## src/rtl/regfile_pkg.sv

```systemverilog
// Shared constants and helpers for the register file / scoreboard.
// Defaults for width, register count, PC step and address-width derivation.
package regfile_pkg;

    localparam int DEF_XLEN   = 32;
    localparam int DEF_NREGS  = 32;
    localparam int DEF_PC_INC = 4;
    localparam int ZERO_REG   = 0;

    // Address width for a power-of-two register count (at least 1 bit).
    function automatic int calc_aw(input int nregs);
        return (nregs <= 2) ? 1 : $clog2(nregs);
    endfunction

endpackage

```

## src/rtl/pc_counter.sv

```systemverilog
// Program counter: load has precedence over increment, otherwise hold.
// Ports: i_clk, i_rst (async high), i_en, i_load, i_load_val, o_pc.
module pc_counter #(
    parameter int              XLEN     = 32,
    parameter logic [XLEN-1:0] RESET_PC = '0,
    parameter int              PC_INC   = 4
) (
    input  logic            i_clk,
    input  logic            i_rst,
    input  logic            i_en,
    input  logic            i_load,
    input  logic [XLEN-1:0] i_load_val,
    output logic [XLEN-1:0] o_pc
);

    logic [XLEN-1:0] r_pc;

    always_ff @(posedge i_clk or posedge i_rst) begin
        if (i_rst) begin
            r_pc <= RESET_PC;
        end else if (i_load) begin
            r_pc <= i_load_val;
        end else if (i_en) begin
            // Wraps naturally modulo 2^XLEN.
            r_pc <= r_pc + XLEN'(PC_INC);
        end
    end

    assign o_pc = r_pc;

endmodule

```

## src/rtl/regfile_scoreboard.sv

```systemverilog
// Register file with write-to-read bypass, pending-write scoreboard and PC.
// Ports: CK_REF/RST, NRD packed read ports (RS_*), ISSUE_*, WB_*, PC_*.
module regfile_scoreboard
    import regfile_pkg::*;
#(
    parameter int              XLEN     = DEF_XLEN,
    parameter int              NREGS    = DEF_NREGS,
    parameter int              NRD      = 2,
    parameter logic [XLEN-1:0] RESET_PC = '0,
    parameter int              PC_INC   = DEF_PC_INC,
    localparam int             AW       = calc_aw(NREGS)
) (
    input  logic                CK_REF,
    input  logic                RST,
    input  logic [NRD*AW-1:0]   RS_ADDR,
    output logic [NRD*XLEN-1:0] RS_DATA,
    output logic [NRD-1:0]      RS_PENDING,
    input  logic                ISSUE_VALID,
    input  logic [AW-1:0]       ISSUE_RD,
    input  logic                WB_VALID,
    input  logic [AW-1:0]       WB_ADDR,
    input  logic [XLEN-1:0]     WB_DATA,
    input  logic                PC_EN,
    input  logic                PC_LOAD,
    input  logic [XLEN-1:0]     PC_LOAD_VAL,
    output logic [XLEN-1:0]     PC_OUT
);

    localparam logic [AW-1:0] ZR = AW'(ZERO_REG);

    logic [XLEN-1:0]  r_regs [NREGS];
    logic [NREGS-1:0] r_pend;
    logic [NREGS-1:0] w_pend_nxt;
    logic             w_wb_we;
    logic             w_iss_we;

    assign w_wb_we  = WB_VALID && (WB_ADDR != ZR);
    assign w_iss_we = ISSUE_VALID && (ISSUE_RD != ZR);

    always_ff @(posedge CK_REF or posedge RST) begin
        if (RST) begin
            for (int k = 0; k < NREGS; k++) begin
                r_regs[k] <= '0;
            end
        end else if (w_wb_we) begin
            r_regs[WB_ADDR] <= WB_DATA;
        end
    end

    // Issue is applied after writeback so a same-register collision
    // leaves the bit set for the newer producer.
    always_comb begin
        w_pend_nxt = r_pend;
        if (WB_VALID) begin
            w_pend_nxt[WB_ADDR] = 1'b0;
        end
        if (w_iss_we) begin
            w_pend_nxt[ISSUE_RD] = 1'b1;
        end
        w_pend_nxt[ZERO_REG] = 1'b0;
    end

    always_ff @(posedge CK_REF or posedge RST) begin
        if (RST) begin
            r_pend <= '0;
        end else begin
            r_pend <= w_pend_nxt;
        end
    end

    for (genvar i = 0; i < NRD; i++) begin : g_rd
        logic [AW-1:0] w_addr;
        logic          w_match;
        logic          w_byp;

        assign w_addr  = RS_ADDR[i*AW +: AW];
        assign w_match = WB_VALID && (WB_ADDR == w_addr);
        assign w_byp   = w_match && (w_addr != ZR);

        assign RS_DATA[i*XLEN +: XLEN] = w_byp ? WB_DATA : r_regs[w_addr];
        // Bit 0 of r_pend is never set, so x0 never reads pending.
        assign RS_PENDING[i] = r_pend[w_addr] && !w_match;
    end

    pc_counter #(
        .XLEN     (XLEN),
        .RESET_PC (RESET_PC),
        .PC_INC   (PC_INC)
    ) u_pc (
        .i_clk      (CK_REF),
        .i_rst      (RST),
        .i_en       (PC_EN),
        .i_load     (PC_LOAD),
        .i_load_val (PC_LOAD_VAL),
        .o_pc       (PC_OUT)
    );

endmodule

```

## config.mk

```make
export PLATFORM = sky130hd
export DESIGN_NAME = regfile_scoreboard
export DESIGN_NICKNAME = d
export VERILOG_FILES = /design/src/rtl/regfile_pkg.sv /design/src/rtl/pc_counter.sv /design/src/rtl/regfile_scoreboard.sv
export SDC_FILE = /design/constraint.sdc
export NUM_CORES = 2
export LEC_CHECK = 0
export BUFFER_PORTS_ARGS = -buffer_cell sky130_fd_sc_hd__buf_2
export CAP_MARGIN = 0
export CORE_ASPECT_RATIO = 0.6
export CORE_UTILIZATION = 60
export DETAILED_ROUTE_END_ITERATION = 16
export GPL_TIMING_DRIVEN = 1
export PLACE_DENSITY = 0.83
export SLEW_MARGIN = 5
export SYNTH_ARGS = -nofsm -noshare
export SYNTH_HDL_FRONTEND = slang
export SYNTH_SLANG_ARGS = --single-unit
```

## constraint.sdc

```tcl
create_clock -name CK_REF -period 100.1 [get_ports CK_REF]
set_clock_uncertainty 0.1 [all_clocks]
set_input_delay 20.02 -clock CK_REF [delete_from_list [all_inputs] [get_ports CK_REF]]
set_output_delay 20.02 -clock CK_REF [all_outputs]
set_load 0.02 [all_outputs]
```

==> flow_metrics.py <==
metrics = {
    "detailed_routing": {
        "wl_per_cell_um": 33.7,
        "drt_drc_violations_left": 0,
        "drt_first_pass_iters": 8,
        "final_antenna_net_count": 0,
        "via_count": 39000,
        "dr.first_iter.drc_count": 5745,
        "wirelength_um": 176000,
        "avgViaCountPerCell": 7.48,
    },
    "synth": {
        "syn_inst": 3986,
        "ys_warn_count": 0,
        "synth_top_area_share_pct": 47.2,
        "synth_common_cells": "dfrtp_1, mux2_2, mux4_2, clkbuf_1, mux2i_1",
        "ys_seq_area_share_pct": 47.2,
        "synth_top_cell_by_area": "dfrtp_1",
        "synth_area_mm2": 0.0576,
        "syn_nets": 4077,
        "yosysMostFrequentCell": "dfrtp_1",
        "yosysUniqueCellTypes": 48,
        "synth-seq-cells": 1087,
        "synth_area_per_cell_um2": 14.5,
        "ys.flop_type": "dfrtp_1",
        "synth-edff-count": 0,
        "async_flop_share_pct": 100,
        "synth_area_leaders": "dfrtp_1, mux2_2, mux4_2",
    },
    "worst_setup_path": {
        "cp_slowest_cell": "buf_4",
        "path_cells": "buf_8 > buf_12 > buf_4 > buf_4 > xnor2_1 > nand4_1 > nor3_2 > buf_4 > a2111oi_0 > a211o_1 > buf_2",
        "setup.worst_path.start_class": "input pin",
        "path_class": "in2out",
        "rr_worst_depth": 5,
        "critPathMaxFanout": 87,
        "cp_data_arrival_time_ns": 24.72,
        "crit_top_cell": "buf_4",
        "max_stage_delay_ns": 0.88,
        "ff2ff_setup_slack_ns": 97.71,
        "end_kind": "output port",
        "reg2reg_to": "u_pc.o_pc[25]",
        "reg2reg_from": "u_pc.o_pc[9]",
        "critPathRequiredTime_ns": 79.98,
    },
    "die": {
        "die_area_mm2": 0.0973,
        "die_x_um": 402,
        "row_count": 87,
        "core_area_mm2": 0.0946,
        "start_util_pct": 60.9,
        "ioPinCount": 188,
        "die_h_um": 242,
    },
    "cts": {
        "post-cts-setup-buffer-count": 0,
        "cts_buffers": 98,
        "cts_tree": "yes",
        "htree_levels": 3,
        "clk_pin_slew_worst_paths_ns": 0.06,
        "clock_sinks": 1087,
        "cts_hold_buffers": 0,
        "ctsResizeCount": 0,
        "clock-root-buffer": "clkbuf_16",
        "clockBufferDepth": 3,
        "clk_latency_ns": 0.72,
    },
    "power": {
        "p_total_mw": 1.25,
        "p_leak_nw": 26.9,
        "power_density_mw_per_mm2": 20.1,
        "ir_drop_mv": 0.0140,
    },
    "layout": {
        "final_util_pct": 65.9,
        "nets": 3985,
        "area_growth_pct": 8.14,
        "multi_input_area_mm2": 0.0286,
        "layoutNonFillerInstCount": 5222,
        "postLayoutCellArea_mm2": 0.0623,
        "num-fill-cells": 6451,
        "drive_gt1_share_pct": 48.7,
        "regArea_mm2": 0.0272,
    },
    "timing": {
        "tightest_slew_ns": 1.21,
        "worst_hold_slack_ns": 0.293,
        "tns_ns": 0,
        "slew-limit-headroom_pct": 19.6,
        "fmax_ghz": 0.0223,
        "period_share_pct": 44.8,
        "grt_setup_unrepaired": "false",
        "finalMaxSlewViolations": 0,
        "finalSetupViolCount": 0,
        "setup_slack_ns": 55.26,
        "hold_viol_final": 0,
        "period_minus_slack_ns": 44.84,
    },
    "hold_path": {
        "min_to": "r_regs[1003]",
        "min_path_type": "reg2reg",
        "hold_path_startpoint": "r_regs[1003]",
        "min_path_cells": 0,
    },
    "global_route": {
        "grt_pass1_vias": 39000,
        "overflow": 0,
        "grt_max_degree": 187,
        "antenna_found_initial": 9,
        "grt_pass1_wl_um": 263000,
        "grt_use_total_pct": 36.6,
    },
    "place": {
        "gp_congestion": 0.887,
        "io_buffer_count": 187,
        "place_area_mm2": 0.0590,
        "dp_hpwl_um": 99600,
        "dp_cells": 5040,
        "place_ws_ns": 55.14,
    },
    "run": {
        "cap_violations": 0,
    },
    "outcome": {
        "outcome": "finished, final reports clean",
    },
}
-- cells by family (layout without fill, tap and decap cells) --
logic type	Yosys count	after routing	share of synthesized area, %
AOI/OAI and AO/OA	529	529	6.12
xor gates and xnor gates	38	38	0.577
adders and majority gates	1	1	0.0217
buffers and inverters	460	445	3.67
DFF	1087	1087	47.2
muxes	1596	1596	40.0
other	0	5	0
and+or+nand+nor	275	275	2.43
-- state kept, by name, indices dropped and copies added, names as in the netlist --
name	cells
r_pend	31
r_regs	1024
u_pc.o_pc	32
-- area by class of cell --
cell class                 instances  area share (%)
antenna                            5          0.0201
sequential                      1087            43.6
clock inverter                    38           0.881
multi-input combinational       2439            45.8
clock buffer                     139            4.52
timing repair buffer             260            2.57
inverter                           8          0.0602
tap                             1246            2.50
-- report_power, final --
part / leakage, nW / total (mW) / switching [mW] / internal (mW)
clock network: 1.65 / 0.404 / 0.176 / 0.227
registers: 13.9 / 0.588 / 0.0656 / 0.522
logic: 11.4 / 0.260 / 0.111 / 0.149
total: 26.9 / 1.25 / 0.352 / 0.899
-- worst max path at each step --
stage | slack [ns] | from | end | cells past startpoint
6_report | 55.26 | RS_ADDR[0] | RS_DATA[30] | 11
5_1_grt | 54.84 | RS_ADDR[0] | RS_DATA[30] | 11
4_1_cts | 55.13 | RS_ADDR[0] | RS_DATA[0] | 9
3_5_place_dp | 55.14 | RS_ADDR[0] | RS_DATA[0] | 9
3_3_place_gp | 55.13 | RS_ADDR[0] | RS_DATA[0] | 9
2_1_floorplan | 49.38 | RST | r_pend[10] | 1
-- critical path, delay by kind of cell --
family | cells | cell delay [ns]
xor+xnor | 1 | 0.20
buf+inv | 6 | 3.42
compound gates | 2 | 0.54
simple gates | 2 | 0.40
-- layout by cell type (no fill, tap or decap), types with 17 or more instances in the layout --
master and count:
buf_4 68, buf_2 182, o22a_1 32, o21ai_0 90, clkbuf_8 21, o221ai_1 64, mux2_2 995, o22ai_1 124
a22oi_1 64, a21oi_1 66, a31oi_1 32, or4_1 33, nor2_1 43, nand2_1 76, clkbuf_16 98, clkbuf_1 20
nor2_4 17, dfrtp_1 1087, mux4_2 466, xnor2_1 23, mux2i_1 135, a21o_1 32
-- per-layer routing --
metal | part of all wire [%] | GRT usage [%] | up-vias | wire length (um)
met4 | 4.3 | 14.7 | 4 | 7580
met2 | 43 | 51.0 | 2657 | 75700
li1 | - | - | 15300 | -
met3 | 13 | 13.0 | 535 | 23000
met5 | 0.015 | 0.0975 | - | 27
met1 | 40 | 52.4 | 20600 | 69700
Note: power is estimated with default switching activity, not from simulation.
